==> src/rtl/uart_pkg.sv <==
// Shared UART types: parity modes, receiver states, default divider.
// Imported by the baud tick generator and the receiver.
package uart_pkg;

   typedef enum logic [1:0] {
      PAR_NONE,
      PAR_EVEN,
      PAR_ODD
   } parity_t;

   typedef enum logic [2:0] {
      IDLE,
      START,
      DATA,
      PAR,
      STOP,
      WAIT_HI
   } rx_state_t;

   localparam int unsigned BAUD_DIV_DEF = 2604;

endpackage

==> src/rtl/uart_baud_tick.sv <==
// Baud-rate down counter: half-bit preload on start, full-bit reload per tick.
// Intended to be shared by RX and a future TX.
module uart_baud_tick
   import uart_pkg::*;
#(
   parameter int unsigned BAUD_DIV = BAUD_DIV_DEF
) (
   input  logic clk,
   input  logic rst_n,
   input  logic load_half,
   input  logic run,
   output logic tick
);

   localparam int W = $clog2(BAUD_DIV);
   localparam logic [W-1:0] HALF = W'(BAUD_DIV / 2 - 1);
   localparam logic [W-1:0] FULL = W'(BAUD_DIV - 1);

   logic [W-1:0] cnt;

   always_ff @(posedge clk) begin
      if (!rst_n) begin
         cnt <= '0;
      end else if (load_half) begin
         cnt <= HALF;
      end else if (run) begin
         if (cnt == '0) cnt <= FULL;
         else           cnt <= cnt - 1'b1;
      end
   end

   assign tick = run && (cnt == '0);

endmodule

==> src/rtl/uart_rx_cfg.sv <==
// Configurable UART receiver: width, parity, stop bits, false-start
// rejection, framing/parity/overrun flags with consumer acknowledge.
module uart_rx_cfg
   import uart_pkg::*;
#(
   parameter int unsigned BAUD_DIV  = BAUD_DIV_DEF,
   parameter int unsigned DATA_BITS = 8,
   parameter parity_t     PARITY    = PAR_NONE,
   parameter int unsigned STOP_BITS = 1
) (
   input  logic                 clk,
   input  logic                 rst_n,
   input  logic                 RX,
   input  logic                 clr_rdy,
   output logic [DATA_BITS-1:0] rx_data,
   output logic                 rdy,
   output logic                 par_err,
   output logic                 frm_err,
   output logic                 ovr_err
);

   localparam logic [3:0] DB_LAST = 4'(DATA_BITS - 1);
   localparam logic [3:0] SB_LAST = 4'(STOP_BITS - 1);

   rx_state_t            state, state_nx;
   logic                 sync1, rx_s;
   logic [3:0]           bit_cnt;
   logic [DATA_BITS-1:0] sh;
   logic                 par_acc, frm_acc;
   logic                 tick, load_half, run, done, frm_now;

   uart_baud_tick #(.BAUD_DIV(BAUD_DIV)) u_tick (
      .clk       (clk),
      .rst_n     (rst_n),
      .load_half (load_half),
      .run       (run),
      .tick      (tick)
   );

   always_ff @(posedge clk) begin
      if (!rst_n) begin
         sync1 <= 1'b1;
         rx_s  <= 1'b1;
         state <= IDLE;
      end else begin
         sync1 <= RX;
         rx_s  <= sync1;
         state <= state_nx;
      end
   end

   always_comb begin
      state_nx  = state;
      load_half = 1'b0;
      run       = 1'b0;
      done      = 1'b0;
      frm_now   = frm_acc | ~rx_s;
      unique case (state)
         IDLE: begin
            if (!rx_s) begin
               state_nx  = START;
               load_half = 1'b1;
            end
         end
         START: begin
            run = 1'b1;
            if (tick) state_nx = rx_s ? IDLE : DATA;
         end
         DATA: begin
            run = 1'b1;
            if (tick && bit_cnt == DB_LAST)
               state_nx = (PARITY != PAR_NONE) ? PAR : STOP;
         end
         PAR: begin
            run = 1'b1;
            if (tick) state_nx = STOP;
         end
         STOP: begin
            run = 1'b1;
            if (tick && bit_cnt == SB_LAST) begin
               done     = 1'b1;
               state_nx = frm_now ? WAIT_HI : IDLE;
            end
         end
         WAIT_HI: begin
            if (rx_s) state_nx = IDLE;
         end
         default: state_nx = IDLE;
      endcase
   end

   always_ff @(posedge clk) begin
      if (!rst_n) begin
         bit_cnt <= '0;
         sh      <= '0;
         par_acc <= 1'b0;
         frm_acc <= 1'b0;
      end else if (tick) begin
         unique case (state)
            START: begin
               bit_cnt <= '0;
               par_acc <= 1'b0;
               frm_acc <= 1'b0;
            end
            DATA: begin
               sh      <= {rx_s, sh[DATA_BITS-1:1]};
               bit_cnt <= (bit_cnt == DB_LAST) ? 4'd0 : bit_cnt + 4'd1;
            end
            PAR: par_acc <= (^{sh, rx_s}) != (PARITY == PAR_ODD);
            STOP: begin
               frm_acc <= frm_now;
               bit_cnt <= bit_cnt + 4'd1;
            end
            default: ;
         endcase
      end
   end

   // A completing frame beats a same-cycle ack: the ack frees the slot.
   always_ff @(posedge clk) begin
      if (!rst_n) begin
         rx_data <= '0;
         rdy     <= 1'b0;
         par_err <= 1'b0;
         frm_err <= 1'b0;
         ovr_err <= 1'b0;
      end else if (done) begin
         if (!rdy || clr_rdy) begin
            rx_data <= sh;
            par_err <= par_acc;
            frm_err <= frm_now;
            rdy     <= 1'b1;
            ovr_err <= 1'b0;
         end else begin
            ovr_err <= 1'b1;
         end
      end else if (clr_rdy) begin
         rdy     <= 1'b0;
         par_err <= 1'b0;
         frm_err <= 1'b0;
         ovr_err <= 1'b0;
      end
   end

endmodule

==> config.mk <==
export PLATFORM = sky130hd
export DESIGN_NAME = uart_rx_cfg
export DESIGN_NICKNAME = d
export VERILOG_FILES = /design/src/rtl/uart_pkg.sv /design/src/rtl/uart_baud_tick.sv /design/src/rtl/uart_rx_cfg.sv
export SDC_FILE = /design/constraint.sdc
export NUM_CORES = 1
export LEC_CHECK = 0
export BUFFER_PORTS_ARGS = -buffer_cell sky130_fd_sc_hd__buf_2
export CELL_PAD_IN_SITES_DETAIL_PLACEMENT = 1
export CELL_PAD_IN_SITES_GLOBAL_PLACEMENT = 1
export CORE_ASPECT_RATIO = 1.25
export CORE_MARGIN = 2
export CORE_UTILIZATION = 50
export CTS_CLUSTER_SIZE = 14
export DETAILED_ROUTE_END_ITERATION = 8
export GPL_ROUTABILITY_DRIVEN = 0
export PLACE_DENSITY_LB_ADDON = 0.15
export SETUP_SLACK_MARGIN = 0.5
export SYNTH_ARGS = -nofsm -noshare
export SYNTH_HDL_FRONTEND = slang
export SYNTH_SLANG_ARGS = --single-unit
==> constraint.sdc <==
create_clock -name clk -period 4.15 [get_ports clk]
set_input_delay 0 -clock clk [delete_from_list [all_inputs] [get_ports clk]]
set_output_delay 0 -clock clk [all_outputs]
set_load 0.01 [all_outputs]
; Word level (Yosys, flattened, before mapping)
; Index checks and enable logic that the tools add are counted.
[word_totals]
ff_bits = 43
out_inout_bits = 12
word_cells = 85
[classes]
addsub = 2
eq_ne = 13
n_mux = 30
n_bitwise = 3
reduce_logical = 23
[ops]
columns = op, n
row1 = 2-to-1 mux 11 bit, 2
row2 = 2-to-1 mux 3 bit, 7
row3 = one-hot mux 3 bit (6 select lines), 1
row4 = 2-to-1 mux 1 bit, 14
row5 = zero test 12 bit, 1
row6 = 2-to-1 mux 12 bit, 1
row7 = != test 2 bit (second input constant), 6
row8 = one-hot mux 4 bit (3 select lines), 1
row9 = AND reduction 2 bit, 6
row10 = subtractor 12 x 1 -> 12 bit (second input constant), 1
row11 = XOR reduction 9 bit, 1
row12 = nonzero test 2 bit, 4
row13 = equality test 3 x 2 -> 1 bit (second input constant), 2
row14 = equality test 3 bit (second input constant), 2
row15 = AND reduction 6 bit, 1
row16 = adder 4 x 1 -> 4 bit (second input constant), 1
row17 = equality test 4 x 3 -> 1 bit (second input constant), 1
row18 = zero test 4 bit, 1
row19 = 2-to-1 mux 4 bit, 1
row20 = one-hot mux 1 bit (2 select lines), 2
row21 = OR reduction 4 bit, 1
row22 = equality test 3 x 1 -> 1 bit (second input constant), 1
row23 = logical AND 1 bit, 3
row24 = zero test 3 bit, 1
row25 = other kinds (8), 9

; Longest topological paths before layout
; Gate-level depths: netlist of run 1.
[logic_depth]
word_depth = 9
mapped_depth = 8
ltp_nobuf = 7

; Cells and area by module
; A second synthesis of run 1 with hierarchy kept.
[hier_totals]
hier_cells = 226
area_unflattened_um2 = 2210.9
[by_module_without_submodules]
columns = module, n_inst, cells_per_inst, area_per_inst_um2, seq_area_each_um2
row1 = uart_rx_cfg, 1, 156, 1540.2, 620.6
row2 = uart_baud_tick, 1, 70, 670.6, 240.2

; Least setup slack after synthesis of run 1
; OpenSTA, ideal clock, no wires.
[synth_timing]
path_kind = register to register
startpoint = reg u_tick.cnt[0]
endpoint = reg bit_cnt[2]
setup_time_ps = 70
t_arrival_ps = 1774
path_slack_ps = 2306
path_stages_with_launch = 9
path_buffers = 1
synth_period_minus_slack_ps = 1844
cell_sequence = dfxtp_1 > inv_1 > ha_1 > nor3b_2 > and3_1 > buf_6 > o211ai_4 > or4_1 > a21boi_1
[synth_between]
elab_chain_len = 3
[synth_rtl]
columns = element, line
row1 = from (decl), uart_baud_tick.sv:19  ; logic [W-1:0] cnt;
row2 = from (signal assigned), uart_baud_tick.sv:28  ; else cnt <= cnt - 1'b1;
row3 = zero test 12 bit, uart_baud_tick.sv:32  ; assign tick = run && (cnt == '0);
row4 = logical AND 1 bit, uart_baud_tick.sv:32
row5 = AND reduction 2 bit (no source line), --
row6 = to (signal assigned), uart_rx_cfg.sv:107  ; bit_cnt <= (bit_cnt == DB_LAST) ? 4'd0 : bit_cnt + 4'd1;
row7 = to (signal assigned), uart_rx_cfg.sv:112  ; bit_cnt <= bit_cnt + 4'd1;
row8 = to (decl), uart_rx_cfg.sv:27  ; logic [3:0] bit_cnt;
; Every way passes these cells.
; A chain may end at the register's enable or synchronous reset.

; Worst setup path in the final report of run 1
[layout_timing]
startpoint = reg state[2]
endpoint = reg rx_data[4]
[layout_between]
elab_chain_len = 8
[layout_rtl]
columns = element, line
row1 = from (decl), uart_rx_cfg.sv:25  ; rx_state_t state, state_nx;
row2 = from (signal assigned), uart_rx_cfg.sv:48  ; state <= state_nx;
row3 = "equality test 3 bit, or another cell as far along", uart_rx_cfg.sv:58  ; unique case (state)
row4 = OR reduction 4 bit (no source line), --
row5 = 2-to-1 mux 1 bit, uart_rx_cfg.sv:58
row6 = logical AND 1 bit, uart_baud_tick.sv:32
row7 = logical AND 1 bit, uart_rx_cfg.sv:80  ; if (tick && bit_cnt == SB_LAST) begin
row8 = 2-to-1 mux 1 bit, uart_rx_cfg.sv:80
row9 = 2-to-1 mux 1 bit (*), uart_rx_cfg.sv:58
row10 = AND reduction 2 bit (no source line) (*), --
row11 = to (signal assigned), uart_rx_cfg.sv:129  ; rx_data <= sh;
row12 = to (decl), uart_rx_cfg.sv:15  ; output logic [DATA_BITS-1:0] rx_data,
; Every way passes the cells marked *; elsewhere a longest branch is shown, timed or not.

==> results.tsv, run 1 <==
stage	metric	value	unit
global_route	grt_max_degree	39	
synthesis	synth_top_area_share	39.02	%
timing	fin_crit_sh	55.00	%
clock_tree	path_clk_slew	90	ps
clock_tree	numCtsBuffers	5	
clock_tree	insertion_delay	300	ps
critical_path	crit_fanout	14	
synthesis	synthFlopType	dfxtp_1	
timing	tightest_slew	556.2	ps
critical_path	r2r_cells	6	
synthesis	yosysMostFrequentCell	dfxtp_1	
synthesis	synthCells	228	
routing	drt-wirelength-per-cell	15.15	um
critical_path	cp.required	4350	ps
clock_tree	clock-root-buffer	clkbuf_8	
job	drv_cap	0	
floorplan	placeableCoreArea	0.004324	mm2
final_layout	design_area	0.002404	mm2
synthesis	synth_warnings	0	
global_route	first_global_vias	1775	
global_route	gr-usage-met2	38.63	%
final_layout	multiInputGateArea	0.001241	mm2
synthesis	syn_nets	235	
place	placement.io_buffers	15	
clock_tree	cts_tree	done	
timing	relSlewSlack	62.87	%
status	status	finished, final reports clean	
hold_path	min_from	rst_n	
clock_tree	numClockSinks	43	
global_route	use_met3	3.295	%
synthesis	yosysUniqueCellTypes	53	
global_route	grt_usage	20.69	%
timing	drv_slew	0	
global_route	grt-busiest-layer	met2	
final_layout	finish.net_count	251	
routing	wirelength	4.590	mm
place	dp_slack	1832	ps
timing	rsz0062_at_grt	no	
timing	min_period	2283	ps
timing	clock_skew	7.778	ps
timing	fmax	438.1	MHz
floorplan	ios	16	
synthesis	yosys-top-cells-area	dfxtp_1 (39%), mux2i_1 (8.6%), nor2b_1 (6.2%)	
synthesis	ys_seq_elements	43	
critical_path	r2r_setup_slack	1870	ps
place	place_area	0.002291	mm2
synthesis	synth_edf_count	0	
global_route	grt_use_met1	22.91	%
final_layout	fillers	551	
pwr	p_per_area	512.0	mW/mm2
final_layout	register_area	860.8	um2
critical_path	crit_arrival	2480	ps
floorplan	dieArea	0.004962	mm2
hold_path	min-delay-path-class	primary input to register	
timing	hold_slack	168.2	ps
floorplan	die_x	63.41	um
global_route	grt_first_pass_wirelength	8.211	mm
floorplan	dieHeight	78.26	um
routing	first_pass_iters	4	
synthesis	synthArstFlopShare	0	%
pwr	peakVddDrop	285.2	uV
critical_path	worst-setup-path-type	register to register	
critical_path	reg2reg_from	state[2]	
synthesis	yosys-top-cells-count	dfxtp_1 (43), nor2b_1 (22), mux2i_1 (19), nor2_1 (10)	
critical_path	end_kind	register	
clock_tree	clk_path_buf_depth	2	
critical_path	timing.rr.end	rx_data[4]	
timing	layout_setup_ws	1867	ps
synthesis	yosysSeqAreaShare	39.02	%
final_layout	area_growth	8.962	%
hold_path	hold_end	rx_s	
routing	drc	0	
routing	via_per_inst	5.535	
global_route	antenna_found_initial	0	
clock_tree	postCtsSetupRepairBufs	0	
final_layout	drive_above_1_share	16.73	%
floorplan	start_util	51.01	%
pwr	power	0.001231	W
synthesis	synth_area	0.002206	mm2
floorplan	rows	27	
synthesis	syn_avg_cell_area	9.675	um2
pwr	leakagePower	0.9447	nW
routing	via_count	1677	
global_route	grt_remaining_overflow	0	
routing	ant_nets	0	
final_layout	n_antenna_cell	0	
hold_path	hold_depth	2	
timing	hold_viol	0	
routing	first_iter_violations	37	
timing	timing.setup.tns	0	ps
place	dp_hpwl	3.420	mm
clock_tree	htree_num_levels	2	
critical_path	crit_path_start_kind	register	
timing	setup_viol	0	
synthesis	synth_top_area_cell	dfxtp_1	
area by class of cell:
type	instances	area share [%]
tap	58	3.019
timing repair buffer	19	4.581
sequential	43	35.81
clock buffer	5	2.863
multi-input combinational	168	51.64
clock inverter	3	0.9891
inverter	7	1.093
through the flow:
stage,util (%),instances
final,55.58,303
after global routing,55.58,303
after CTS,55.58,303
after detailed placement,52.98,293
after global placement,52.98,293
after floorplan,-,228
what timing repair did:
item                                   CTS  global route
hold buffers                             2             0
resized for setup                        0             0
endpoints found under the hold margin    2             0
power by group:
part,switching [W],leakage (nW),internal [W]
registers,0.0000791,0.349,0.000458
logic,0.000232,0.555,0.000185
clock network,0.000156,0.0408,0.000120
per-layer routing:
metal	part of all wire [%]	routed length, um
met5	0	0
met3	2.3	105
met4	1.0	48
met2	54	2474
met1	43	1962
cells in the final DEF (no fill, tap or decap), types with 2 or more instances in the layout:
| cell type | count |
|---|---|
| a31oi_1 | 2 |
| or2_2 | 2 |
| o21a_1 | 3 |
| o31a_1 | 3 |
| nand3_1 | 9 |
| nor3b_1 | 4 |
| nor2b_1 | 22 |
| nor4b_1 | 2 |
| nor3_1 | 7 |
| or3_2 | 2 |
| dlygate4sd3_1 | 2 |
| o221a_2 | 2 |
| clkbuf_8 | 5 |
| a21oi_1 | 7 |
| inv_1 | 7 |
| nand3b_1 | 2 |
| ha_1 | 3 |
| xor2_1 | 5 |
| or4_1 | 2 |
| a21boi_1 | 2 |
| nor2_1 | 10 |
| nor4_4 | 2 |
| nand2b_1 | 6 |
| buf_2 | 15 |
| o21ai_0 | 8 |
| clkinvlp_4 | 2 |
| xnor2_1 | 5 |
| buf_4 | 2 |
| or3_1 | 3 |
| dfxtp_1 | 43 |
| mux2i_1 | 19 |
| nand2_1 | 9 |
| a21boi_0 | 6 |
| a211oi_1 | 2 |
worst max-delay path, stage by stage, from the launching register on:
cell and delay (ps):
dfxtp_1 680, nor3b_1 520, nand3_1 200, nor3b_1 250, buf_4 240, mux2i_1 220
nor2b_1 60
registers in the layout (all words and copies together) (netlist names):
register,flops
ovr_err,1
par_err,1
sync1,1
frm_err,1
state,3
par_acc,1
bit_cnt,4
rx_s,1
frm_acc,1
rx_data,8
rdy,1
u_tick.cnt,12
sh,8
worst max path at each step:
stage                     cells past startpoint         end  slack [ps]           from
after floorplan                               8  bit_cnt[2]        2310  u_tick.cnt[0]
after global placement                        6  rx_data[0]        1920       state[2]
after detailed placement                      6  rx_data[4]        1830       state[2]
after CTS                                     6  rx_data[4]        1820       state[2]
after global routing                          6  rx_data[4]        1580       state[2]
final                                         6  rx_data[4]        1870       state[2]
cells by family (layout without fill, tap and decap cells):
kind of cell | after synthesis | in the layout | synth area share, %
flip-flops | 43 | 43 | 39.02
adder cells (fa/ha/maj) | 3 | 3 | 1.702
buffers and inverters | 17 | 34 | 4.707
AND/OR/NAND/NOR | 93 | 93 | 26.49
AO/OA/AOI/OAI | 41 | 41 | 13.95
XOR/XNOR | 11 | 11 | 4.991
multiplexers | 20 | 20 | 9.132
(Power assumes the default switching activity.)
==> inputs of run 2 (changes only) <==
--- a/config.mk
+++ b/config.mk
@@ -10,7 +10,7 @@
 export CELL_PAD_IN_SITES_GLOBAL_PLACEMENT = 1
 export CORE_ASPECT_RATIO = 1.25
 export CORE_MARGIN = 2
-export CORE_UTILIZATION = 50
+export CORE_UTILIZATION = 42
 export CTS_CLUSTER_SIZE = 14
 export DETAILED_ROUTE_END_ITERATION = 8
 export GPL_ROUTABILITY_DRIVEN = 0
==> constraint.sdc (replaced) <==
create_clock -name clk -period 1.9 [get_ports clk]
set_input_delay 0 -clock clk [delete_from_list [all_inputs] [get_ports clk]]
set_output_delay 0 -clock clk [all_outputs]
set_load 0.01 [all_outputs]
==> results.tsv, run 2 (synthesis gave the netlist of run 1 again) <==
stage	metric	value	unit	change
routing	via_per_inst	5.511		-0.42%
pwr	power	0.004096	W	+230%
global_route	grt_first_pass_wirelength	9.432	mm	+15%
floorplan	dieArea	0.005851	mm2	+18%
timing	clock_skew	8.241	ps	+0.4627 ps
hold_path	min-delay-path-class	primary input to register		
pwr	power_switching_share	38.31	%	+0.39 points
floorplan	placeableCoreArea	0.005080	mm2	+17%
final_layout	n_antenna_cell	0		unchanged
critical_path	path_cells	nor4_4 -> buf_4 -> nand3_4 -> buf_4 -> buf_4 -> o21ai_2 -> nand2_1 -> o22ai_1		
timing	hold_viol	0		unchanged
final_layout	drive_above_1_share	44.56	%	+28 points
critical_path	crit_arrival	2240	ps	-240 ps
floorplan	start_util	43.42	%	-7.6 points
pwr	p_per_area	1323	mW/mm2	+160%
final_layout	finish.net_count	300		+20%
place	placement.io_buffers	15		unchanged
routing	drt-met1-wl	2.586	mm	+32%
routing	via_count	1962		+17%
timing	fin_crit_sh	105.9	%	+51 points
critical_path	end_kind	register		
global_route	antenna_found_initial	0		unchanged
global_route	grt_remaining_overflow	0		unchanged
final_layout	area_growth	40.39	%	
clock_tree	htree_num_levels	2		unchanged
final_layout	mostFrequentLayoutCells	buf_4 (37), dfxtp_1 (31), nor2b_1 (22)		
clock_tree	clock-root-buffer	clkbuf_8		
clock_tree	numClockSinks	43		unchanged
routing	top_layer	met4		
timing	relSlewSlack	75.17	%	+12 points
place	dp_hpwl	3.420	mm	about the same
pwr	p_seq_share	28.3	%	-15 points
clock_tree	insertion_delay	310	ps	about the same
global_route	grt_usage	21.64	%	+0.95 points
critical_path	crit_family	simple AND/OR/NAND/NOR gates		
hold_path	hold_depth	2		unchanged
routing	drt-wirelength-per-cell	18.08	um	+19%
timing	min_period	2012	ps	-270.2 ps
final_layout	multiInputGateArea	0.001475	mm2	+19%
critical_path	crit_fanout	7		-7
pwr	p_comb_share	56.0	%	+22 points
final_layout	layout_commonest_cell	buf_4		
clock_tree	numCtsBuffers	5		unchanged
critical_path	path_buf_inv	3		+2
final_layout	utilization	60.96	%	+5.4 points
status	failed_checks	setup timing		
pwr	p_int	0.002527	W	+230%
routing	wl_met2	3.536	mm	+43%
global_route	first_global_vias	1970		+11%
job	drv_cap	0		unchanged
routing	first_iter_violations	49		+32%
timing	tightest_slew	369.6	ps	-186.6 ps
status	status	finished with violations		
critical_path	cpMostUsedCell	buf_4		
clock_tree	clk_path_buf_depth	2		unchanged
pwr	clkPwrFrac	15.8	%	-6.6 points
routing	drc	0		unchanged
clock_tree	path_clk_slew	90	ps	about the same
critical_path	crit_path_start_kind	register		
timing	fmax	496.9	MHz	+13%
routing	wl_met3	174	um	+66%
final_layout	register_area	888.4	um2	+3.2%
critical_path	worst-setup-path-type	register to register		
timing	drv_slew	0		unchanged
pwr	leakagePower	1.257	nW	+33%
routing	first_pass_iters	4		unchanged
routing	wirelength	6.435	mm	+40%
critical_path	cp_num_cells	8		+2
critical_path	cp.required	2120	ps	-2230 ps
floorplan	ios	16		unchanged
critical_path	r2r_cells	8		+2
critical_path	cpPeakStageDelay	410	ps	-270 ps
timing	rsz0062_at_grt	yes		
final_layout	regMostFlops	u_tick.cnt		
pwr	power.switching	0.001569	W	+240%
floorplan	die_x	68.82	um	+8.5%
routing	ant_nets	0		unchanged
critical_path	cp_slowest_cell	nor4_4		
floorplan	rows	29		+7.4%
global_route	grt_max_degree	23		-41%
pwr	peakVddDrop	655.3	uV	+130%
final_layout	reg.largest.list	u_tick.cnt x12, rx_data x8, sh x8		
floorplan	dieHeight	85.03	um	+8.6%
final_layout	fillers	562		+2.0%
clock_tree	cts_tree	done		
timing	layout_setup_ws	-112.4	ps	-1980 ps
timing	hold_slack	52.17	ps	-116.0 ps
timing	setup_viol	6		+6
final_layout	largest_register_ff_count	12		unchanged
-- run 2: worst register-to-register path, cell delays in order (launching register included) --
cell and delay [ps]:
dfxtp_2 360, nor4_4 410, buf_4 200, nand3_4 160
buf_4 190, buf_4 140, o21ai_2 180, nand2_1 110
o22ai_1 180
-- run 2: timing repair --
action	4_1_cts	5_1_grt
endpoints found under the setup margin	41	41
endpoints found under the hold margin	2	0
gates cloned	1	0
pin swaps	12	18
setup buffers	18	16
hold buffers	2	0
resized for setup	26	41
-- run 2: power groups by stage --
stage / logic [W] / clock network [W] / registers (W)
floorplan: 0.000936 / 0 / 0.00115
global placement: 0.00113 / 0 / 0.00118
detailed placement: 0.00116 / 0 / 0.00119
CTS: 0.00164 / 0.000664 / 0.00115
global route: 0.00243 / 0.000694 / 0.00117
finish: 0.00229 / 0.000646 / 0.00116
-- run 2: metal layers --
layer	up-vias	GRT usage, %
met1	969	24.44
li1	934	-
met2	41	38.81
met4	0	7.843
met3	18	4.377
met5	-	0
-- run 2: final cells by class --
class	count	area share, %
multi-input cells	168	47.64
flip-flops and latches	43	28.69
clock buffers	6	2.667
inverters	7	0.8485
clock inverters	2	0.5253
repair buffers	68	17.13
well taps	62	2.505
-- run 2: stage by stage --
stage	TNS (ps)	std cells	area [um2]	worst slack [ps]
2_1_floorplan	0	228	2293	204.7
3_3_place_gp	0	311	2485	65.26
3_5_place_dp	0	311	2485	29.89
4_1_cts	0	340	2839	132.0
5_1_grt	-1012	356	3097	-148.2
6_report	-183.2	356	3097	-112.4
-- run 2: path summary, 6_finish.rpt --
path / slack [ps] / end / startpoint
worst max-delay path: -110 / state[0] / u_tick.cnt[5]
worst min-delay path: 50 / sync1 / rst_n
worst max register to register: -110 / state[0] / u_tick.cnt[5]
worst min register to register: 430 / rx_s / sync1
